==> src/rtl/muldiv_hilo_unit.sv <==
// Iterative multiply/divide unit that owns the architectural HI/LO registers.
// One radix-2 step per cycle over a 64-bit accumulator, then a sign-fix cycle.
`timescale 1ns/1ps
module muldiv_hilo_unit #(
    parameter int WIDTH = 32,
    parameter int CNT_W = 6
) (
    input  logic             clk,
    input  logic             resetn,
    input  logic             start,
    input  logic [2:0]       op,
    input  logic [WIDTH-1:0] src0,
    input  logic [WIDTH-1:0] src1,
    input  logic             cancel,
    output logic             ready,
    output logic             done,
    output logic [WIDTH-1:0] hi,
    output logic [WIDTH-1:0] lo
);

    localparam int DW = 2 * WIDTH;
    localparam logic [WIDTH-1:0] ONE_W    = {{(WIDTH-1){1'b0}}, 1'b1};
    localparam logic [DW-1:0]    ONE_DW   = {{(DW-1){1'b0}}, 1'b1};
    localparam logic [CNT_W-1:0] ONE_CNT  = {{(CNT_W-1){1'b0}}, 1'b1};
    localparam logic [CNT_W-1:0] LAST_CNT = CNT_W'(WIDTH - 1);

    typedef enum logic [1:0] {
        IDLE = 2'd0,
        CALC = 2'd1,
        FIX  = 2'd2
    } state_t;

    function automatic logic [WIDTH-1:0] magnitude(input logic [WIDTH-1:0] v, input logic is_signed);
        if (is_signed && v[WIDTH-1]) begin
            magnitude = ~v + ONE_W;
        end else begin
            magnitude = v;
        end
    endfunction

    function automatic logic [WIDTH-1:0] apply_sign_w(input logic [WIDTH-1:0] v, input logic neg);
        if (neg) begin
            apply_sign_w = ~v + ONE_W;
        end else begin
            apply_sign_w = v;
        end
    endfunction

    function automatic logic [DW-1:0] apply_sign_dw(input logic [DW-1:0] v, input logic neg);
        if (neg) begin
            apply_sign_dw = ~v + ONE_DW;
        end else begin
            apply_sign_dw = v;
        end
    endfunction

    state_t           state_r;
    logic [CNT_W-1:0] cnt_r;
    logic [DW-1:0]    acc_r;
    logic [WIDTH-1:0] opnd_r;
    logic             is_div_r;
    logic             neg_q_r;
    logic             neg_rem_r;
    logic             div_zero_r;
    logic [WIDTH-1:0] hi_r;
    logic [WIDTH-1:0] lo_r;
    logic             done_r;
    logic             ready_r;

    logic             accept_s;
    logic             signed_op_s;
    logic [WIDTH-1:0] a_mag_s;
    logic [WIDTH-1:0] b_mag_s;
    logic [WIDTH:0]   mul_addend_s;
    logic [WIDTH:0]   mul_sum_s;
    logic [WIDTH:0]   div_diff_s;
    logic [DW-1:0]    acc_next_s;
    logic [DW-1:0]    prod_s;
    logic [WIDTH-1:0] quot_s;
    logic [WIDTH-1:0] rem_s;
    logic [WIDTH-1:0] fix_hi_s;
    logic [WIDTH-1:0] fix_lo_s;

    assign ready = ready_r;
    assign done  = done_r;
    assign hi    = hi_r;
    assign lo    = lo_r;

    // Issue decode: ready_r is only high in IDLE, so it gates acceptance.
    always_comb begin
        accept_s    = start && !cancel && ready_r;
        signed_op_s = ~op[0];
        a_mag_s     = magnitude(src0, signed_op_s);
        b_mag_s     = magnitude(src1, signed_op_s);
    end

    // One iteration: multiply keeps {partial, multiplier} and shifts right;
    // divide keeps {remainder, dividend/quotient} and shifts left.
    always_comb begin
        mul_addend_s = acc_r[0] ? {1'b0, opnd_r} : {(WIDTH+1){1'b0}};
        mul_sum_s    = {1'b0, acc_r[DW-1:WIDTH]} + mul_addend_s;
        div_diff_s   = acc_r[DW-1:WIDTH-1] - {1'b0, opnd_r};
        if (is_div_r) begin
            if (!div_diff_s[WIDTH]) begin
                acc_next_s = {div_diff_s[WIDTH-1:0], acc_r[WIDTH-2:0], 1'b1};
            end else begin
                acc_next_s = {acc_r[DW-2:0], 1'b0};
            end
        end else begin
            acc_next_s = {mul_sum_s, acc_r[WIDTH-1:1]};
        end
    end

    // Sign correction; a zero divisor leaves |src0| as remainder, which re-signs back to src0.
    always_comb begin
        prod_s = apply_sign_dw(acc_r, neg_q_r);
        rem_s  = apply_sign_w(acc_r[DW-1:WIDTH], neg_rem_r);
        if (div_zero_r) begin
            quot_s = {WIDTH{1'b1}};
        end else begin
            quot_s = apply_sign_w(acc_r[WIDTH-1:0], neg_q_r);
        end
        if (is_div_r) begin
            fix_hi_s = rem_s;
            fix_lo_s = quot_s;
        end else begin
            fix_hi_s = prod_s[DW-1:WIDTH];
            fix_lo_s = prod_s[WIDTH-1:0];
        end
    end

    // Control FSM, operand latching, iteration and HI/LO ownership.
    always_ff @(posedge clk) begin
        if (!resetn) begin
            state_r    <= IDLE;
            cnt_r      <= {CNT_W{1'b0}};
            acc_r      <= {DW{1'b0}};
            opnd_r     <= {WIDTH{1'b0}};
            is_div_r   <= 1'b0;
            neg_q_r    <= 1'b0;
            neg_rem_r  <= 1'b0;
            div_zero_r <= 1'b0;
            hi_r       <= {WIDTH{1'b0}};
            lo_r       <= {WIDTH{1'b0}};
            done_r     <= 1'b0;
            ready_r    <= 1'b1;
        end else begin
            done_r <= 1'b0;
            case (state_r)
                IDLE: begin
                    if (accept_s) begin
                        if (!op[2]) begin
                            is_div_r   <= op[1];
                            opnd_r     <= op[1] ? b_mag_s : a_mag_s;
                            acc_r      <= {{WIDTH{1'b0}}, (op[1] ? a_mag_s : b_mag_s)};
                            neg_q_r    <= signed_op_s & (src0[WIDTH-1] ^ src1[WIDTH-1]);
                            neg_rem_r  <= signed_op_s & src0[WIDTH-1];
                            div_zero_r <= (src1 == {WIDTH{1'b0}});
                            cnt_r      <= {CNT_W{1'b0}};
                            ready_r    <= 1'b0;
                            state_r    <= CALC;
                        end else if (op == 3'd4) begin
                            hi_r <= src0;
                        end else if (op == 3'd5) begin
                            lo_r <= src0;
                        end
                    end
                end
                CALC: begin
                    if (cancel) begin
                        ready_r <= 1'b1;
                        state_r <= IDLE;
                    end else begin
                        acc_r <= acc_next_s;
                        cnt_r <= cnt_r + ONE_CNT;
                        if (cnt_r == LAST_CNT) begin
                            state_r <= FIX;
                        end
                    end
                end
                FIX: begin
                    if (!cancel) begin
                        hi_r   <= fix_hi_s;
                        lo_r   <= fix_lo_s;
                        done_r <= 1'b1;
                    end
                    ready_r <= 1'b1;
                    state_r <= IDLE;
                end
                default: begin
                    ready_r <= 1'b1;
                    state_r <= IDLE;
                end
            endcase
        end
    end

endmodule

==> config.mk <==
export PLATFORM = sky130hd
export DESIGN_NAME = muldiv_hilo_unit
export DESIGN_NICKNAME = d
export VERILOG_FILES = /design/src/rtl/muldiv_hilo_unit.sv
export SDC_FILE = /design/constraint.sdc
export NUM_CORES = 1
export LEC_CHECK = 0
export BUFFER_PORTS_ARGS = -buffer_cell sky130_fd_sc_hd__buf_2
export CAP_MARGIN = 30
export CORE_UTILIZATION = 55
export CTS_CLUSTER_DIAMETER = 200
export DETAILED_ROUTE_END_ITERATION = 8
export PLACE_DENSITY = 0.78
export REMOVE_ABC_BUFFERS = 1
export SYNTH_ARGS = -nofsm -noshare
export SYNTH_HDL_FRONTEND = slang
export SYNTH_SLANG_ARGS = --single-unit
==> constraint.sdc <==
create_clock -name clk -period 9.5 [get_ports clk]
set_clock_uncertainty 0.05 [all_clocks]
set_input_delay 1.425 -clock clk [delete_from_list [all_inputs] [get_ports clk]]
set_output_delay 1.425 -clock clk [all_outputs]
set_load 0.02 [all_outputs]
* Word-level counts from Yosys, hierarchy flattened
Cells that the tools add are included.
** Word-level totals
- Output and inout bits :: 66
- Flip-flop bits (word level) :: 174
- Word-level logic and storage cells :: 103
- Input port bits :: 71
** Operators by class
- Reduce and logical (&&, ||, !) cells :: 16
- Multiplexer cells :: 42
- Bitwise gates (word level) :: 10
- Add/subtract/negate cells :: 8
- Equal/unequal tests :: 15
** Operators by type and width (number)
- 32-bit 2-to-1 mux :: 19
- 64-bit 2-to-1 mux :: 6
- 32-bit by 1-bit adder with 32-bit output, second input constant :: 4
- 32-bit NOT :: 4
- 32-bit one-hot mux with 2 select lines :: 2
- 64-bit one-hot mux with 2 select lines :: 1
- 64-bit by 1-bit adder with 64-bit output, second input constant :: 1
- 64-bit NOT :: 1
- 32-bit by 32-bit adder with 33-bit output :: 1
- 33-bit by 32-bit subtractor with 33-bit output :: 1
- 32-bit zero test :: 1
- 6-bit 2-to-1 mux :: 3
- 2-bit inequality test, second input constant :: 9
- 6-bit one-hot mux with 2 select lines :: 1
- 3-bit AND reduction :: 3
- 2-bit 2-to-1 mux :: 4
- 6-bit by 1-bit adder with 6-bit output, second input constant :: 1
- 3-bit == test, second input constant :: 2
- 6-bit by 5-bit == test with 1-bit output, second input constant :: 1
- 6-bit AND reduction :: 1
- 5-bit AND reduction :: 1
- 1-bit logical AND :: 4
- 1-bit 2-to-1 mux :: 4
- 2-bit one-hot mux with 2 select lines :: 1
- 12 further kinds :: 15

* Longest topological paths before layout
- Depth in word-level cells :: 7
- Mapped depth :: 16
- Depth with buffers taken out :: 14

* Worst setup path after synthesis
Ideal clock, no wire load.
- Kind :: input port to flip-flop
- Start point :: input src1[0]
- End point :: register opnd_r[23]
- Setup slack :: 5.560 ns
- Stages :: 9
- Required time :: 9.333 ns
- Path buffers :: 0
- Setup time :: 0.117 ns
- Arrival time :: 3.773 ns
- Cells stage by stage :: or2_2 -> or4_4 -> or3_1 -> or4_4 -> nor2_1 -> a21oi_1 -> xor2_1 -> o21ba_2 -> a32o_1
** Between the ends
- Cells in the longest elaborated chain, start to end :: 4
** RTL lines
- start, declared :: line 13 : input logic [WIDTH-1:0] src1,
- 32-bit NOT :: line 35 : magnitude = ~v + ONE_W;
- 32-bit by 1-bit adder with 32-bit output :: line 35
- 32-bit 2-to-1 mux :: line 34 : if (is_signed && v[WIDTH-1]) begin
- 32-bit 2-to-1 mux :: line 154 : opnd_r <= op[1] ? b_mag_s : a_mag_s;
- end signal, assigned :: line 138 : opnd_r <= {WIDTH{1'b0}};
- end signal, assigned :: line 154
- end, declared :: line 60 : logic [WIDTH-1:0] opnd_r;
Every way passes these cells.
A chain may end at the register's enable or synchronous reset.

* Final worst setup path
- Start point :: register acc_r[31]
- End point :: register acc_r[61]
** Between the ends
- Cells in the longest elaborated chain, start to end :: 5
** RTL lines
- start, declared :: line 59 : logic [DW-1:0] acc_r;
- start signal, assigned :: line 137 : acc_r <= {DW{1'b0}};
- start signal, assigned :: line 155 : acc_r <= {{WIDTH{1'b0}}, (op[1] ? a_mag_s : b_mag_s)};
- start signal, assigned :: line 174 : acc_r <= acc_next_s;
- 33-bit by 32-bit subtractor with 33-bit output :: line 102 : div_diff_s = acc_r[DW-1:WIDTH-1] - {1'b0, opnd_r};
- 64-bit 2-to-1 mux :: line 104 : if (!div_diff_s[WIDTH]) begin
- 64-bit 2-to-1 mux :: line 103 : if (is_div_r) begin
- 64-bit 2-to-1 mux :: line 170 : if (cancel) begin
- 64-bit one-hot mux with 2 select lines :: line 149 : case (state_r)
Every way passes these cells. The select of a mux whose other input is x is not followed.

==> results by group <==
Outcome
  – Status: finished with violations
  – Failing checks: design-rule violations

Worst setup path
  – R2R setup slack: 5.25 ns
  – Critical path type: flop to flop
  – Crit path depth: 13
  – Worst Path Max Fanout: 38
  – Critical path's top delay family: compound AO/OA/AOI/OAI gates
  – Slowest Stage Delay on Critical Path: 0.55 ns
  – Critical Path End Type: flop
  – Startpoint types: flop
  – Worst Reg-to-Reg Cells: 13
  – Worst EP arrival: 4.53 ns
  – Crit-path cells: inv_1 -> ha_1 -> fa_1 -> nor2b_1 -> o31ai_1 -> a21oi_1 -> o211a_1 -> or2_1 -> o311ai_4 -> buf_4 -> mux2i_1 -> nor2_1 -> a221o_1
  – Buf/Inv on CP: 2
  – Crit path max-delay cell type: buf_4
  – Required @ worst endpoint: 9.78 ns

Timing
  – Setup TNS: 0 ns
  – Worst slew margin: 29.2%
  – Slew at the pin with the worst max-slew slack: 1.06 ns
  – Final Setup Violations: 0
  – Final Hold Fails: 0
  – Peak Freq: 235 MHz
  – Fin. max-slew vios: 0
  – Final period util: 44.8%
  – RSZ-0062 raised after global routing: no
  – Post-layout minimum cycle time: 4.25 ns

Power
  – Switching power: 0.712 mW
  – Static leakage: 6.61 nW
  – Pwr Total: 2.01 mW
  – Switching part of the total power: 35.3%
  – Power share of the clock group: 36.5%
  – Internal cell power: 1.30 mW
  – Worst ir drop on vdd: 0.100 mV
  – Pwr dens: 124 nW/um2
  – Sequential Power Share: 38.7%
  – Combinational power share: 24.8%

Global route
  – Vias in the first global route: 14.9k
  – M1 GR Usage: 48.8%
  – GR Util met3: 5.08%
  – Tot GR Track Use: 37.1%
  – Largest net degree at the start of global routing: 73
  – Top Usage Layer GRT: met2
  – First-pass GRT wire length: 81500 um
  – Initial antenna violation count: 0
  – Total grt overflow: 0
  – Met2 global-route usage: 58.8%

Min path
  – Hold WC Path Type: flop to flop
  – Hold depth: 2

Logic synthesis
  – Seq/Total Area, Yosys: 23.5%
  – Synth area leader: dfxtp_1
  – Asr flop ratio synth: 0%
  – Synth top area cells: dfxtp_1, a21oi_1, xnor2_1
  – Synthesized instance count: 2038
  – Yosys warning total: 0
  – Syn Area/Cell: 7.27 um2
  – Ys flop type: dfxtp_1
  – Post-Syn Area: 14800 um2
  – Number of flops mapped to enable cells by yosys: 0
  – Number of synthesized register bits: 174
  – Yosys top cell area share: 23.5%
  – Post-synth cell types: 80

Clocking
  – PostCTS Resize Cnt: 0
  – Hold buffer count at cts: 0
  – Clk_lat worst skew: 0.46 ns
  – TritonCTS clock tree: built
  – CTS root buffer: clkbuf_16
  – Reg clk slew, reported paths: 0.07 ns
  – H-tree Lvls: 4
  – Num Clock Sinks: 174
  – Cts bufs inserted: 17
  – Post-CTS Setup Bufs: 0
  – Clock Path Buffers: 2

Final layout
  – Syn-to-layout area delta: 9.65%
  – Ant diodes: 0
  – Nets@finish: 2223
  – Share of cells above drive strength 1: 11.6%

Detailed routing
  – Via density: 6.67
  – Routed vias: 16.2k
  – DRC viols: 9
  – DR iter-0 viols: 1971
  – DR WL/cell: 21.5 um
  – DRT Pass-1 Iters: 8
  – Routed WL: 52300 um
  – ANT nets after route: 0

Place
  – GPL Wtd Cong: 1.01
  – Port Buffer Count: 136
  – Detail Placement HPWL: 38300 um

Floorplan
  – Core region area: 26200 um2
  – Row cnt: 59
  – I/O pin cnt: 137
  – Die width: 166 um
  – Die Ht: 166 um
  – Starting Density: 56.5%
  – DIE AREA: 27600 um2

Flow run
  – Max Cap Viol: 0
cells in the mapped netlist, types with 17 or more instances:
| master | instances |
|---|---|
| nand2_1 | 219 |
| nor2_1 | 216 |
| a21oi_1 | 206 |
| dfxtp_1 | 174 |
| o21ai_0 | 159 |
| clkbuf_1 | 120 |
| xnor2_1 | 114 |
| ha_1 | 69 |
| mux2i_1 | 66 |
| inv_1 | 63 |
| xor2_1 | 61 |
| nand3_1 | 49 |
| nor3_1 | 47 |
| a21o_1 | 40 |
| o211ai_1 | 35 |
| a211oi_1 | 30 |
| o221ai_1 | 26 |
| o31ai_1 | 25 |
| a22oi_1 | 22 |
| nand2b_1 | 19 |
| nand4_1 | 17 |
| nor4_1 | 17 |
per-layer routing:
metal	part of all wire (%)	vias to the layer above
li1	-	7462
met1	40	7495
met2	45	1049
met3	10	195
met4	5.3	0
met5	0	-
cell type report:
cell class / instances / area (um2)
Tap cell: 335 / 419
Timing Repair Buffer: 163 / 931
Fill cell: 2386 / 9960
Multi-Input combinational cell: 1662 / 10600
Sequential cell: 174 / 3490
Clock inverter: 14 / 158
Inverter: 63 / 238
Clock buffer: 18 / 439
sequential cells by signal (all words and copies together) (netlist names):
register / count
hi: 32
cnt_r: 6
div_zero_r: 1
state_r: 2
lo: 32
acc_r: 64
opnd_r: 32
neg_q_r: 1
done: 1
is_div_r: 1
neg_rem_r: 1
ready: 1
final timing paths:
kind	start	to
worst min register to register	lo[0]	lo[0]
worst max register to register	acc_r[31]	acc_r[61]
worst max-delay path	acc_r[31]	acc_r[61]
worst min-delay path	lo[0]	lo[0]
through the flow:
step                worst slack, ns  hold WS, ns  util (%)  cell area, um2  std cells
finish                         5.25        0.403      62.0           16200       2429
global route                   5.05        0.426      62.0           16200       2429
CTS                            5.35        0.403      62.0           16200       2429
detailed placement             4.88        0.391      59.7           15600       2397
global placement               4.96        0.388      59.4           15600       2394
floorplan                      4.48        0.382         -           14300       1899
power groups by stage:
stage	Sequential [mW]	Clock (mW)	Combinational, mW
floorplan	0.788	0	0.336
finish	0.779	0.735	0.501
global placement	0.794	0	0.474
global route	0.781	0.761	0.539
detailed placement	0.794	0	0.484
CTS	0.777	0.735	0.487
cells in the final DEF, fill, tap and decap left out, types with 19 or more instances in the layout:
cell type  instances
dfxtp_1          173
nor2_1           214
a21oi_1          206
a21o_1            40
a211oi_1          30
o21ai_0          159
o221ai_1          26
a22oi_1           22
mux2i_1           66
buf_2            136
nand2b_1          19
inv_1             62
o211ai_1          35
ha_1              69
buf_4             24
nand2_1          219
nand3_1           49
nor3_1            47
xnor2_1          114
o31ai_1           25
xor2_1            61
kinds of logic (layout without fill, tap and decap cells):
group / Yosys count / in the layout / synth area share, %
xor gates and xnor gates: 175 / 175 / 10.3
AOI/OAI and AO/OA: 660 / 660 / 27.9
DFF: 174 / 174 / 23.5
muxes: 74 / 74 / 5.07
and+or+nand+nor: 682 / 682 / 21.7
adders and majority gates: 71 / 71 / 6.10
buffers and inverters: 202 / 258 / 5.35
tightest hold or removal path: stages (launching register included):
cell and delay [ns]:
dfxtp_1 0.31, nand2_1 0.05, a21oi_1 0.05
(Power assumes the default switching activity.)
